==> src/rtl/sound_sequencer_if.sv <==
// Event inputs and tone-control outputs for the sound sequencer.
// The master side raises the push/speed events and the mute level; the slave
// side (the sequencer) drives sound select, audible gate and busy.
interface sound_sequencer_if;
  logic       push_right;
  logic       push_left;
  logic       speed_round;
  logic       mute;
  logic [1:0] soundType;
  logic       sound_on;
  logic       busy;

  modport master (
    output push_right,
    output push_left,
    output speed_round,
    output mute,
    input  soundType,
    input  sound_on,
    input  busy
  );

  modport slave (
    input  push_right,
    input  push_left,
    input  speed_round,
    input  mute,
    output soundType,
    output sound_on,
    output busy
  );
endinterface

==> src/rtl/sound_sequencer.sv <==
// Game sound sequencer: turns push / speed-round pulses into timed tones
// followed by a silent gap, with a single-entry pending slot so that one
// event arriving mid-tone is played right after the gap.
//
// state | meaning
// IDLE  | silent, waiting for an event
// PLAY  | tone audible, counter runs TONE_CYCLES
// GAP   | silent gap, counter runs GAP_CYCLES; launches pending at expiry
module sound_sequencer #(
  parameter int unsigned TONE_CYCLES = 10000000,
  parameter int unsigned GAP_CYCLES  = 2000000
) (
  input  logic             clk,
  input  logic             rst,
  sound_sequencer_if.slave bus
);

  localparam logic [1:0]  CODE_RIGHT = 2'd0;
  localparam logic [1:0]  CODE_LEFT  = 2'd1;
  localparam logic [1:0]  CODE_SPEED = 2'd2;
  // Counter holds "cycles remaining minus one", so a state lasts LOAD+1 cycles.
  localparam logic [23:0] TONE_LOAD  = 24'(TONE_CYCLES - 1);
  localparam logic [23:0] GAP_LOAD   = 24'(GAP_CYCLES - 1);

  typedef enum logic [1:0] {
    IDLE = 2'd0,
    PLAY = 2'd1,
    GAP  = 2'd2
  } state_t;

  state_t      state_q, state_d;
  logic [23:0] cnt_q, cnt_d;
  logic        pend_v_q, pend_v_d;
  logic [1:0]  pend_c_q, pend_c_d;
  logic [1:0]  type_q, type_d;
  logic        sound_on_q, sound_on_d;
  logic        busy_q, busy_d;

  logic        ev_valid;
  logic [1:0]  ev_code;
  logic        ev_wins;

  // Priority rank of a sound code: speed > right > left.
  function automatic logic [1:0] rank(input logic [1:0] code);
    case (code)
      CODE_SPEED: rank = 2'd2;
      CODE_RIGHT: rank = 2'd1;
      default:    rank = 2'd0;
    endcase
  endfunction

  // Reduce simultaneous events to the highest-priority one and decide
  // whether it beats the pending entry (ties replace it).
  always_comb begin
    ev_valid = bus.speed_round | bus.push_right | bus.push_left;
    if (bus.speed_round)     ev_code = CODE_SPEED;
    else if (bus.push_right) ev_code = CODE_RIGHT;
    else                     ev_code = CODE_LEFT;
    ev_wins = ev_valid && (!pend_v_q || (rank(ev_code) >= rank(pend_c_q)));
  end

  // Next-state, counter, pending slot and registered-output values.
  always_comb begin
    state_d  = state_q;
    cnt_d    = cnt_q;
    pend_v_d = pend_v_q;
    pend_c_d = pend_c_q;
    type_d   = type_q;

    if (bus.mute) begin
      state_d  = IDLE;
      cnt_d    = '0;
      pend_v_d = 1'b0;
    end else begin
      case (state_q)
        IDLE: begin
          if (ev_valid) begin
            state_d = PLAY;
            cnt_d   = TONE_LOAD;
            type_d  = ev_code;
          end
        end
        PLAY: begin
          if (ev_wins) begin
            pend_v_d = 1'b1;
            pend_c_d = ev_code;
          end
          if (cnt_q == '0) begin
            state_d = GAP;
            cnt_d   = GAP_LOAD;
          end else begin
            cnt_d = cnt_q - 24'd1;
          end
        end
        GAP: begin
          if (cnt_q == '0) begin
            // Launch candidate is the winner of pending vs this cycle's event.
            if (ev_wins) begin
              state_d = PLAY;
              cnt_d   = TONE_LOAD;
              type_d  = ev_code;
            end else if (pend_v_q) begin
              state_d = PLAY;
              cnt_d   = TONE_LOAD;
              type_d  = pend_c_q;
            end else begin
              state_d = IDLE;
            end
            pend_v_d = 1'b0;
          end else begin
            if (ev_wins) begin
              pend_v_d = 1'b1;
              pend_c_d = ev_code;
            end
            cnt_d = cnt_q - 24'd1;
          end
        end
        default: begin
          state_d  = IDLE;
          cnt_d    = '0;
          pend_v_d = 1'b0;
        end
      endcase
    end

    sound_on_d = (state_d == PLAY);
    busy_d     = (state_d != IDLE) || pend_v_d;
  end

  // State and output registers with asynchronous reset.
  always_ff @(posedge clk or posedge rst) begin
    if (rst) begin
      state_q    <= IDLE;
      cnt_q      <= '0;
      pend_v_q   <= 1'b0;
      pend_c_q   <= CODE_RIGHT;
      type_q     <= CODE_RIGHT;
      sound_on_q <= 1'b0;
      busy_q     <= 1'b0;
    end else begin
      state_q    <= state_d;
      cnt_q      <= cnt_d;
      pend_v_q   <= pend_v_d;
      pend_c_q   <= pend_c_d;
      type_q     <= type_d;
      sound_on_q <= sound_on_d;
      busy_q     <= busy_d;
    end
  end

  assign bus.soundType = type_q;
  assign bus.sound_on  = sound_on_q;
  assign bus.busy      = busy_q;

endmodule

==> src/flat_wrapper.sv <==
// flat-port wrapper written by rule: the top's interface ports become plain ports
module sound_sequencer_flat 
#(
  parameter int unsigned TONE_CYCLES = 10000000,
  parameter int unsigned GAP_CYCLES  = 2000000
)
  (clk, rst, bus_push_right, bus_push_left, bus_speed_round, bus_mute, bus_soundType, bus_sound_on, bus_busy);
  sound_sequencer_if bus_i ();
  input  logic clk;
  input  logic rst;
  input wire logic [$bits(bus_i.push_right)-1:0] bus_push_right;
  input wire logic [$bits(bus_i.push_left)-1:0] bus_push_left;
  input wire logic [$bits(bus_i.speed_round)-1:0] bus_speed_round;
  input wire logic [$bits(bus_i.mute)-1:0] bus_mute;
  output wire logic [$bits(bus_i.soundType)-1:0] bus_soundType;
  output wire logic [$bits(bus_i.sound_on)-1:0] bus_sound_on;
  output wire logic [$bits(bus_i.busy)-1:0] bus_busy;
  assign bus_i.push_right = bus_push_right;
  assign bus_i.push_left = bus_push_left;
  assign bus_i.speed_round = bus_speed_round;
  assign bus_i.mute = bus_mute;
  assign bus_soundType = bus_i.soundType;
  assign bus_sound_on = bus_i.sound_on;
  assign bus_busy = bus_i.busy;
  sound_sequencer #(.TONE_CYCLES(TONE_CYCLES), .GAP_CYCLES(GAP_CYCLES)) u_core (.clk(clk), .rst(rst), .bus(bus_i));
endmodule
==> config.mk <==
export PLATFORM = sky130hd
export DESIGN_NAME = sound_sequencer_flat
export DESIGN_NICKNAME = d
export VERILOG_FILES = /design/src/rtl/sound_sequencer_if.sv /design/src/rtl/sound_sequencer.sv /design/src/flat_wrapper.sv
export SDC_FILE = /design/constraint.sdc
export NUM_CORES = 1
export LEC_CHECK = 0
export ABC_AREA = 0
export CORE_AREA = 8 8 76 78
export CTS_CLUSTER_SIZE = 24
export DETAILED_ROUTE_END_ITERATION = 8
export DIE_AREA = 0 0 84 86
export MAX_ROUTING_LAYER = met4
export SLEW_MARGIN = 10
export SYNTH_ARGS = -nofsm -noshare
export SYNTH_HDL_FRONTEND = slang
export SYNTH_SLANG_ARGS = --single-unit
==> constraint.sdc <==
create_clock -name clk -period 3.4 [get_ports clk]
set_clock_uncertainty 0.2 [all_clocks]
set_input_delay 0.68 -clock clk [delete_from_list [all_inputs] [get_ports clk]]
set_output_delay 0.68 -clock clk [all_outputs]
set_load 0.005 [all_outputs]
# [Word-level counts from Yosys, hierarchy flattened]
# Index checks and enable logic that the tools add are counted.
[classes] n_addsub=1 order_cmp=1 n_eq_ne=11 mux=30 bitwise_logic=3 n_reduce_logical=14
[ops] operator="24-bit two-way mux" n=6
[ops] operator="24-bit case mux with 3 select lines" n=1
[ops] operator="24-bit zero test" n=1
[ops] operator="2-bit two-way mux" n=12
[ops] operator="24-bit by 1-bit subtractor with 24-bit output, second input constant" n=1
[ops] operator="2-bit case mux with 2 select lines" n=4
[ops] operator="2-bit == test, second input constant" n=3
[ops] operator="2-bit zero test" n=3
[ops] operator="2-bit case mux with 3 select lines" n=1
[ops] operator="2-bit nonzero test" n=3
[ops] operator="1-bit two-way mux" n=5
[ops] operator="5-bit by 3-bit inequality test with 1-bit output, second input constant" n=1
[ops] operator="5-bit AND reduction" n=1
[ops] operator="2-bit by 1-bit == test with 1-bit output, second input constant" n=2
[ops] operator="2-bit by 1-bit inequality test with 1-bit output, second input constant" n=2
[ops] operator="3-bit by 1-bit inequality test with 1-bit output, second input constant" n=1
[ops] operator="3-bit by 2-bit inequality test with 1-bit output, second input constant" n=1
[ops] operator="1-bit case mux with 3 select lines" n=1
[ops] operator="3-bit AND reduction" n=1
[ops] operator="2-bit greater-or-equal comparator" n=1
[ops] operator="1-bit logical OR" n=2
[ops] operator="2-bit inequality test, second input constant" n=1
[ops] operator="1-bit bitwise OR" n=2
[ops] operator="2-bit AND reduction" n=1
[ops] operator="3 further kinds" n=3
[word_totals] reg_bits=33 inputBits=6 out_inout_bits=4 word_cells=67

# [Longest topological paths before layout]
# Gate-level depths: netlist of run 1.
[depth] depth_word=13 depth_mapped=9 ltp_nobuf=8

# [Worst setup path after synthesis of run 1]
# Ideal clock, no wire load.
[synth_timing] path_type="reg2reg" startpoint="reg u_core.cnt_q[0]" endpoint="reg u_core.pend_c_q[0]" arrival_ns=2.113 t_required_ns=3.075 slack_ns=0.962 stages_incl_launch_ff=9 synth_period_minus_slack_ns=2.438 path_cell_list="dfrtp_1 > inv_1 > ha_1 > nor4b_1 > nand4_2 > o21ai_0 > a21oi_1 > nand2_1 > mux2_2"
[synth_via] elab_chain_cells=3
[synth_lines] item="from (decl)" line_no="sound_sequencer.sv:32" source="logic [23:0] cnt_q, cnt_d;"
[synth_lines] item="from (signal assigned)" line_no="sound_sequencer.sv:142" source="cnt_q <= cnt_d;"
[synth_lines] item="24-bit zero test" line_no="sound_sequencer.sv:96" source="if (cnt_q == '0) begin"
[synth_lines] item="2-bit inequality test (no line)"
[synth_lines] item="3-bit AND reduction (no line)"
[synth_lines] item="to (signal assigned)" line_no="sound_sequencer.sv:144" source="pend_c_q <= pend_c_d;"
[synth_lines] item="to (decl)" line_no="sound_sequencer.sv:34" source="logic [1:0] pend_c_q, pend_c_d;"
# No other way between the ends.
# A chain may end at the register's enable or synchronous reset.

# [Final worst setup path of run 1]
[layout_timing] startpoint="in bus_speed_round" endpoint="reg u_core.cnt_q[12]"
[layout_via] elab_chain_cells=10
[layout_lines] item="from (decl)" line_no="flat_wrapper.sv:13" source="input wire logic [$bits(bus_i.speed_round)-1:0] bus_speed_round;"
[layout_lines] item="2-bit two-way mux" line_no="sound_sequencer.sv:56" source="if (bus.speed_round) ev_code = CODE_SPEED;"
[layout_lines] item="2-bit == test or 2-bit zero test (tied branches)" line_no="sound_sequencer.sv:45" source="case (code)"
[layout_lines] item="2-bit case mux with 2 select lines" line_no="sound_sequencer.sv:45"
[layout_lines] item="2-bit greater-or-equal comparator" line_no="sound_sequencer.sv:59" source="ev_wins = ev_valid && (!pend_v_q || (rank(ev_code) >= rank(pend_c_q)));"
[layout_lines] item="1-bit logical OR" line_no="sound_sequencer.sv:59"
[layout_lines] item="1-bit logical AND" line_no="sound_sequencer.sv:59"
[layout_lines] item="24-bit two-way mux" line_no="sound_sequencer.sv:98" source="if (ev_wins) begin"
[layout_lines] item="24-bit two-way mux" line_no="sound_sequencer.sv:96"
[layout_lines] item="24-bit case mux with 3 select lines" line_no="sound_sequencer.sv:75" source="case (state_q)"
[layout_lines] item="24-bit two-way mux" line_no="sound_sequencer.sv:70" source="if (bus.mute) begin"
# Parallel ways exist; a longest one is shown, timed or not.

==> flow_metrics.env, run 1 <==
export IMPL_synth_edf_count=0
export IMPL_routabilityCongestion=0.885
export IMPL_seqCellArea_sq_um=826
export IMPL_globalRoute_busiestLayer="met2"
export IMPL_rsz0062_at_grt="no"
export IMPL_criticalPathCategory="in2reg"
export IMPL_overflow=0
export IMPL_use_met3_pct=2.94
export IMPL_power_per_cell_area_nw_per_um2=443
export IMPL_post_route_period_util_pct=83.9
export IMPL_yosysWarnings=0
export IMPL_drt_initial_drc_count=95
export IMPL_cts_root_buffer_cell="clkbuf_8"
export IMPL_synth_seq_cells=33
export IMPL_pre_cts_ws_ps=253
export IMPL_core_area_sq_um=4600
export IMPL_fin_total_pwr_mw=0.982
export IMPL_synth_area_per_cell_sq_um=8.78
export IMPL_end_kind="register"
export IMPL_crit_slowest_cell="clkdlybuf4s50_1"
export IMPL_rows=25
export IMPL_hold_path_class="reg2reg"
export IMPL_synth_top_area_cell="dfrtp_1"
export IMPL_worst_r2r_path_depth=8
export IMPL_n_fill_cell=435
export IMPL_clk_latency_ps=290
export IMPL_die_area_sq_um=7220
export IMPL_synth_common_cells="33 x dfrtp_1, 27 x a21oi_1, 27 x nor2_1"
export IMPL_combPwrFrac_pct=18.9
export IMPL_synth_top_area_share_pct=41.6
export IMPL_crit_fanout=18
export IMPL_cts_sinks=33
export IMPL_async_flop_share_pct=100
export IMPL_grt_first_pass_wirelength_microns=7850
export IMPL_yosysMostFrequentCell="dfrtp_1"
export IMPL_diodes=0
export IMPL_maxCapViolCount=0
export IMPL_syn_nets=235
export IMPL_cts_tree="built"
export IMPL_hpwlAfterDp_microns=3100
export IMPL_switching_share_pct=29.4
export IMPL_required_ps=3370
export IMPL_synthDistinctLibCells=49
export IMPL_met1_usage_pct=17.7
export IMPL_met2_usage_pct=19.9
export IMPL_ys_flop_type="dfrtp_1"
export IMPL_setup_viol_count_final=0
export IMPL_hold_viol_final=0
export IMPL_start_util_pct=43.1
export IMPL_grt_start_max_net_pins=34
export IMPL_hold_depth=2
export IMPL_die_y_microns=86
export IMPL_multi_input_area_sq_um=1060
export IMPL_power_frac_seq_pct=47.7
export IMPL_slew_viol_final=0
export IMPL_outcome="complete, no violations"
export IMPL_ir_drop_v=0.000182
export IMPL_grt_antenna_before_repair=0
export IMPL_setup_slack_ps=549
export IMPL_drive_above_1_share_pct=9.62
export IMPL_yosysSeqAreaShare_pct=41.6
export IMPL_via_count=1692
export IMPL_clockBufferDepth=2
export IMPL_syn_to_final_growth_pct=11.9
export IMPL_max_stage_delay_ps=520
export IMPL_htreeDepth=2
export IMPL_fin_crit_ps=2850
export IMPL_p_leak_nw=0.918
export IMPL_rrSetupSlack_ps=570
export IMPL_max_freq_mhz=351
export IMPL_power_switching_mw=0.289
export IMPL_crit_chain="clkdlybuf4s50_1 > nor4_1 > nand4_1 > o21a_1 > nor2_4 > o21ai_0 > o311ai_0"
export IMPL_die_w_microns=84
export IMPL_r2r_start="u_core.cnt_q[0]"
export IMPL_syn_cell_area_sq_um=1980
export IMPL_startpoint="bus_speed_round"
export IMPL_viasPerCell=5.77
export IMPL_cellInternalPower_mw=0.693
export IMPL_finalSetupTns_ps=0
export IMPL_cp_start_kind="input pin"
export IMPL_grt_pass1_vias=1631
export IMPL_post_cts_buffers=0
export IMPL_cp_endpoint="u_core.cnt_q[12]"
export IMPL_r2r_end="u_core.pend_c_q[0]"
export IMPL_post_cts_resized=0
export IMPL_antenna_left=0
export IMPL_dpl_cell_count=285
export IMPL_fin_area_sq_um=2220
export IMPL_routed_wl_microns=4420
export IMPL_fin_cells=293
export IMPL_fin_hold_ws_ps=324
export IMPL_drt_first_pass_iters=4
export IMPL_cts_inserted_buffers=5
export IMPL_io_pins=10
export IMPL_dpl_cell_area_sq_um=2120
export IMPL_syn_inst=226
export IMPL_synth_area_top_cells="dfrtp_1 42%, a21oi_1 6.8%, nor2_1 5.1%"
export IMPL_numPortBuffers=9
export IMPL_grt_use_total_pct=13.5
export IMPL_holdBufCountCts=0
export IMPL_slew_headroom_pct=60.7
export IMPL_cp_arrival_ps=2820
export IMPL_post_drt_wl_per_cell_microns=15.1
export IMPL_p_clk_share_pct=33.4
export IMPL_worstMarginPinSlew_ps=585
export IMPL_drc=0
export IMPL_clkTransAtPathRegs_ps=70
export IMPL_fin_nets=247
export IMPL_finish_utilization_pct=48.2
power groups by stage:
stage	Clock (mW)	Combinational [mW]	Sequential (mW)
floorplan	0	0.141	0.464
global placement	0	0.184	0.476
detailed placement	0	0.186	0.475
CTS	0.338	0.187	0.468
global route	0.353	0.215	0.474
finish	0.328	0.186	0.469
worst max-delay path, delay by kind of cell:
kind / cells / cell delay [ps]
buf+inv: 1 / 520
compound gates: 3 / 580
simple gates: 3 / 1050
layout make-up:
cell class,count,area share [%]
Tap cell,54,3.05
Clock buffer,7,4.34
Clock inverter,1,0.226
Multi-Input combinational cell,174,47.9
Sequential cell,33,37.2
Timing Repair Buffer,13,5.41
Inverter,11,1.86
logic make-up (layout without fill, tap and decap cells):
logic type | after synthesis | after routing | synth area share (%)
AND/OR/NAND/NOR | 84 | 84 | 24.2
AO/OA/AOI/OAI | 76 | 76 | 22.3
flip-flops | 33 | 33 | 41.6
buffers and inverters | 19 | 32 | 4.79
XOR/XNOR | 7 | 7 | 3.09
multiplexers | 4 | 4 | 2.15
adder cells (fa/ha/maj) | 3 | 3 | 1.89
layer usage:
layer | vias up | routed length (microns) | share of wire, %
li1 | 841 | - | -
met1 | 809 | 2260 | 51
met2 | 36 | 1950 | 44
met3 | 6 | 133 | 3.0
met4 | 0 | 72 | 1.6
met5 | - | 0 | 0
state kept, by name, summed over array words and instances, names as in the netlist:
signal and flops:
u_core.cnt_q 24, u_core.bus.soundType 2, u_core.pend_c_q 2, u_core.state_q 2
u_core.bus.busy 1, u_core.bus.sound_on 1, u_core.pend_v_q 1
cells in the final DEF, fill, tap and decap left out, types with 3 or more instances in the layout:
cell / Yosys / routed
nand2_1: 7 / 7
xor2_1: 4 / 4
nor2_1: 27 / 27
clkdlybuf4s50_1: 0 / 9
nor2b_1: 3 / 3
ha_1: 3 / 3
o21ai_0: 20 / 20
buf_4: 0 / 4
nand2b_1: 5 / 5
o21ai_1: 8 / 8
xnor2_1: 3 / 3
inv_1: 11 / 11
nand3_1: 3 / 3
a31oi_1: 3 / 3
o31ai_1: 4 / 4
nor3_1: 13 / 13
dfrtp_1: 33 / 33
a21oi_1: 27 / 27
nor4_1: 4 / 4
clkbuf_8: 0 / 7
how the worst min path moves through the flow:
stage / from / endpoint
6_report: u_core.cnt_q[19] / u_core.cnt_q[19]
5_1_grt: u_core.bus.soundType[0] / u_core.bus.soundType[0]
3_5_place_dp: u_core.cnt_q[9] / u_core.cnt_q[9]
2_1_floorplan: u_core.cnt_q[19] / u_core.cnt_q[19]
4_1_cts: u_core.cnt_q[9] / u_core.cnt_q[9]
3_3_place_gp: u_core.cnt_q[9] / u_core.cnt_q[9]
No activity file was read; power rests on OpenSTA's default activity.
==> inputs of run 2 (changes only) <==
==> constraint.sdc (replaced) <==
create_clock -name clk -period 3 [get_ports clk]
set_clock_uncertainty 0.2 [all_clocks]
set_input_delay 0.6 -clock clk [delete_from_list [all_inputs] [get_ports clk]]
set_output_delay 0.6 -clock clk [all_outputs]
set_load 0.005 [all_outputs]
==> flow_metrics.env, run 2 (synthesis results as in run 1) <==
export IMPL_drt_initial_drc_count=118
export IMPL_multi_input_area_sq_um=1060
export IMPL_ir_drop_v=0.000213
export IMPL_clockBufferDepth=2
export IMPL_cts_inserted_buffers=5
export IMPL_post_cts_buffers=0
export IMPL_maxCapViolCount=0
export IMPL_hpwlAfterDp_microns=3270
export IMPL_rrSetupSlack_ps=250
export IMPL_grt_use_total_pct=13.8
export IMPL_drt_first_pass_iters=4
export IMPL_post_route_period_util_pct=91.6
export IMPL_fin_cells=299
export IMPL_fin_crit_ps=2750
export IMPL_overflow=0
export IMPL_cp_start_kind="register"
export IMPL_critPathBufInv=1
export IMPL_hold_path_class="reg2reg"
export IMPL_hold_viol_final=0
export IMPL_grt_first_pass_wirelength_microns=7980
export IMPL_hp_start="u_core.cnt_q[19]"
export IMPL_antenna_left=0
export IMPL_largest_reg_flops=24
export IMPL_end_kind="register"
export IMPL_cp_arrival_ps=2720
export IMPL_grt_pass1_vias=1623
export IMPL_numPortBuffers=9
export IMPL_final_common_cell="dfrtp_1"
export IMPL_via_count=1711
export IMPL_start_util_pct=43.1
export IMPL_cts_sinks=33
export IMPL_whs_endpoint="u_core.cnt_q[19]"
export IMPL_drive_above_1_share_pct=11.8
export IMPL_seqCellArea_sq_um=826
export IMPL_r2r_end="u_core.pend_c_q[1]"
export IMPL_viasPerCell=5.72
export IMPL_cts_tree="built"
export IMPL_rsz0062_at_grt="no"
export IMPL_clk_latency_ps=290
export IMPL_max_stage_delay_ps=450
export IMPL_grt_start_max_net_pins=34
export IMPL_crit_chain="inv_1 > ha_1 > nor4b_1 > nand4_2 > o21ai_0 > a21oi_1 > nand2_1 > mux2_2"
export IMPL_slew_viol_final=0
export IMPL_worstMarginPinSlew_ps=549
export IMPL_core_area_sq_um=4600
export IMPL_io_pins=10
export IMPL_outcome="complete, no violations"
export IMPL_diodes=0
export IMPL_rows=25
export IMPL_p_leak_nw=0.946
export IMPL_dpl_cell_area_sq_um=2190
export IMPL_required_ps=2970
export IMPL_syn_to_final_growth_pct=14.6
export IMPL_routabilityCongestion=0.918
export IMPL_hold_depth=2
export IMPL_fin_area_sq_um=2270
export IMPL_htreeDepth=2
export IMPL_die_w_microns=84
export IMPL_die_area_sq_um=7220
export IMPL_worst_r2r_path_depth=8
export IMPL_crit_slowest_cell="dfrtp_1"
export IMPL_grt_antenna_before_repair=0
export IMPL_post_cts_resized=0
export IMPL_finalSetupTns_ps=0
export IMPL_cts_root_buffer_cell="clkbuf_8"
export IMPL_fin_total_pwr_mw=1.09
export IMPL_fin_nets=253
export IMPL_crit_fanout=10
export IMPL_holdBufCountCts=0
export IMPL_criticalPathCategory="reg2reg"
export IMPL_worst_path_dominant_cell_family="simple AND/OR/NAND/NOR gates"
export IMPL_post_drt_wl_per_cell_microns=15.2
export IMPL_top_register="u_core.cnt_q"
export IMPL_r2r_start="u_core.cnt_q[0]"
export IMPL_final_cell_mix="33 x dfrtp_1, 27 x a21oi_1, 27 x nor2_1"
export IMPL_setup_viol_count_final=0
export IMPL_max_freq_mhz=364
export IMPL_clkTransAtPathRegs_ps=70
export IMPL_slew_headroom_pct=63.1
export IMPL_die_y_microns=86
export IMPL_n_fill_cell=449
export IMPL_routed_wl_microns=4560
export IMPL_dpl_cell_count=291
export IMPL_drc=0
export IMPL_power_per_cell_area_nw_per_um2=477
-- run 2: cell types whose count changed in the layout (fill, tap and decap cells not counted), sizes merged --
cell,previous run,this run
clkinvlp,0,1
clkinv,1,2
clkbuf,7,5
buf,4,10
-- run 2: cell type report --
type / instances / share of cell area, %
multi-input cells: 174 / 46.7
flip-flops and latches: 33 / 36.3
repair buffers: 19 / 8.37
clock buffers: 5 / 3.03
well taps: 54 / 2.97
inverters: 11 / 1.82
clock inverters: 3 / 0.771
-- run 2: metrics by stage --
stage	util, %	hold WS (ps)	setup slack (ps)
after global placement	47.6	315	127
after CTS	49.4	335	301
after detailed placement	47.6	317	77.3
after global routing	49.4	360	58.2
final	49.4	320	252
after floorplan	-	279	562
-- run 2: how the worst max path moves through the flow --
stage / start / to / slack, ps / cells after the start
6_report: u_core.cnt_q[0] / u_core.pend_c_q[1] / 250 / 8
5_1_grt: u_core.cnt_q[0] / u_core.cnt_q[11] / 60 / 8
4_1_cts: u_core.cnt_q[0] / u_core.pend_c_q[1] / 300 / 8
3_5_place_dp: bus_push_right / u_core.cnt_q[9] / 80 / 7
3_3_place_gp: bus_push_right / u_core.cnt_q[9] / 130 / 7
2_1_floorplan: u_core.cnt_q[0] / u_core.pend_c_q[0] / 560 / 8
-- run 2: power by group --
| group | internal, mW | total (mW) | switching, mW |
|---|---|---|---|
| sequential | 0.485 | 0.532 | 0.0472 |
| combinational | 0.102 | 0.221 | 0.119 |
| clock | 0.160 | 0.331 | 0.171 |
-- run 2: worst reg2reg max path, stage by stage (launching register included) --
cell	delay (ps)
dfrtp_1	450
inv_1	90
ha_1	170
nor4b_1	400
nand4_2	300
o21ai_0	350
a21oi_1	210
nand2_1	140
mux2_2	340
-- run 2: layer usage --
layer,track usage [%],share of wire (%),vias up
met2,19.8,45,37
met3,3.22,4.8,6
met4,4.24,1.3,0
li1,-,-,855
met5,-,0,-
met1,18.6,49,813
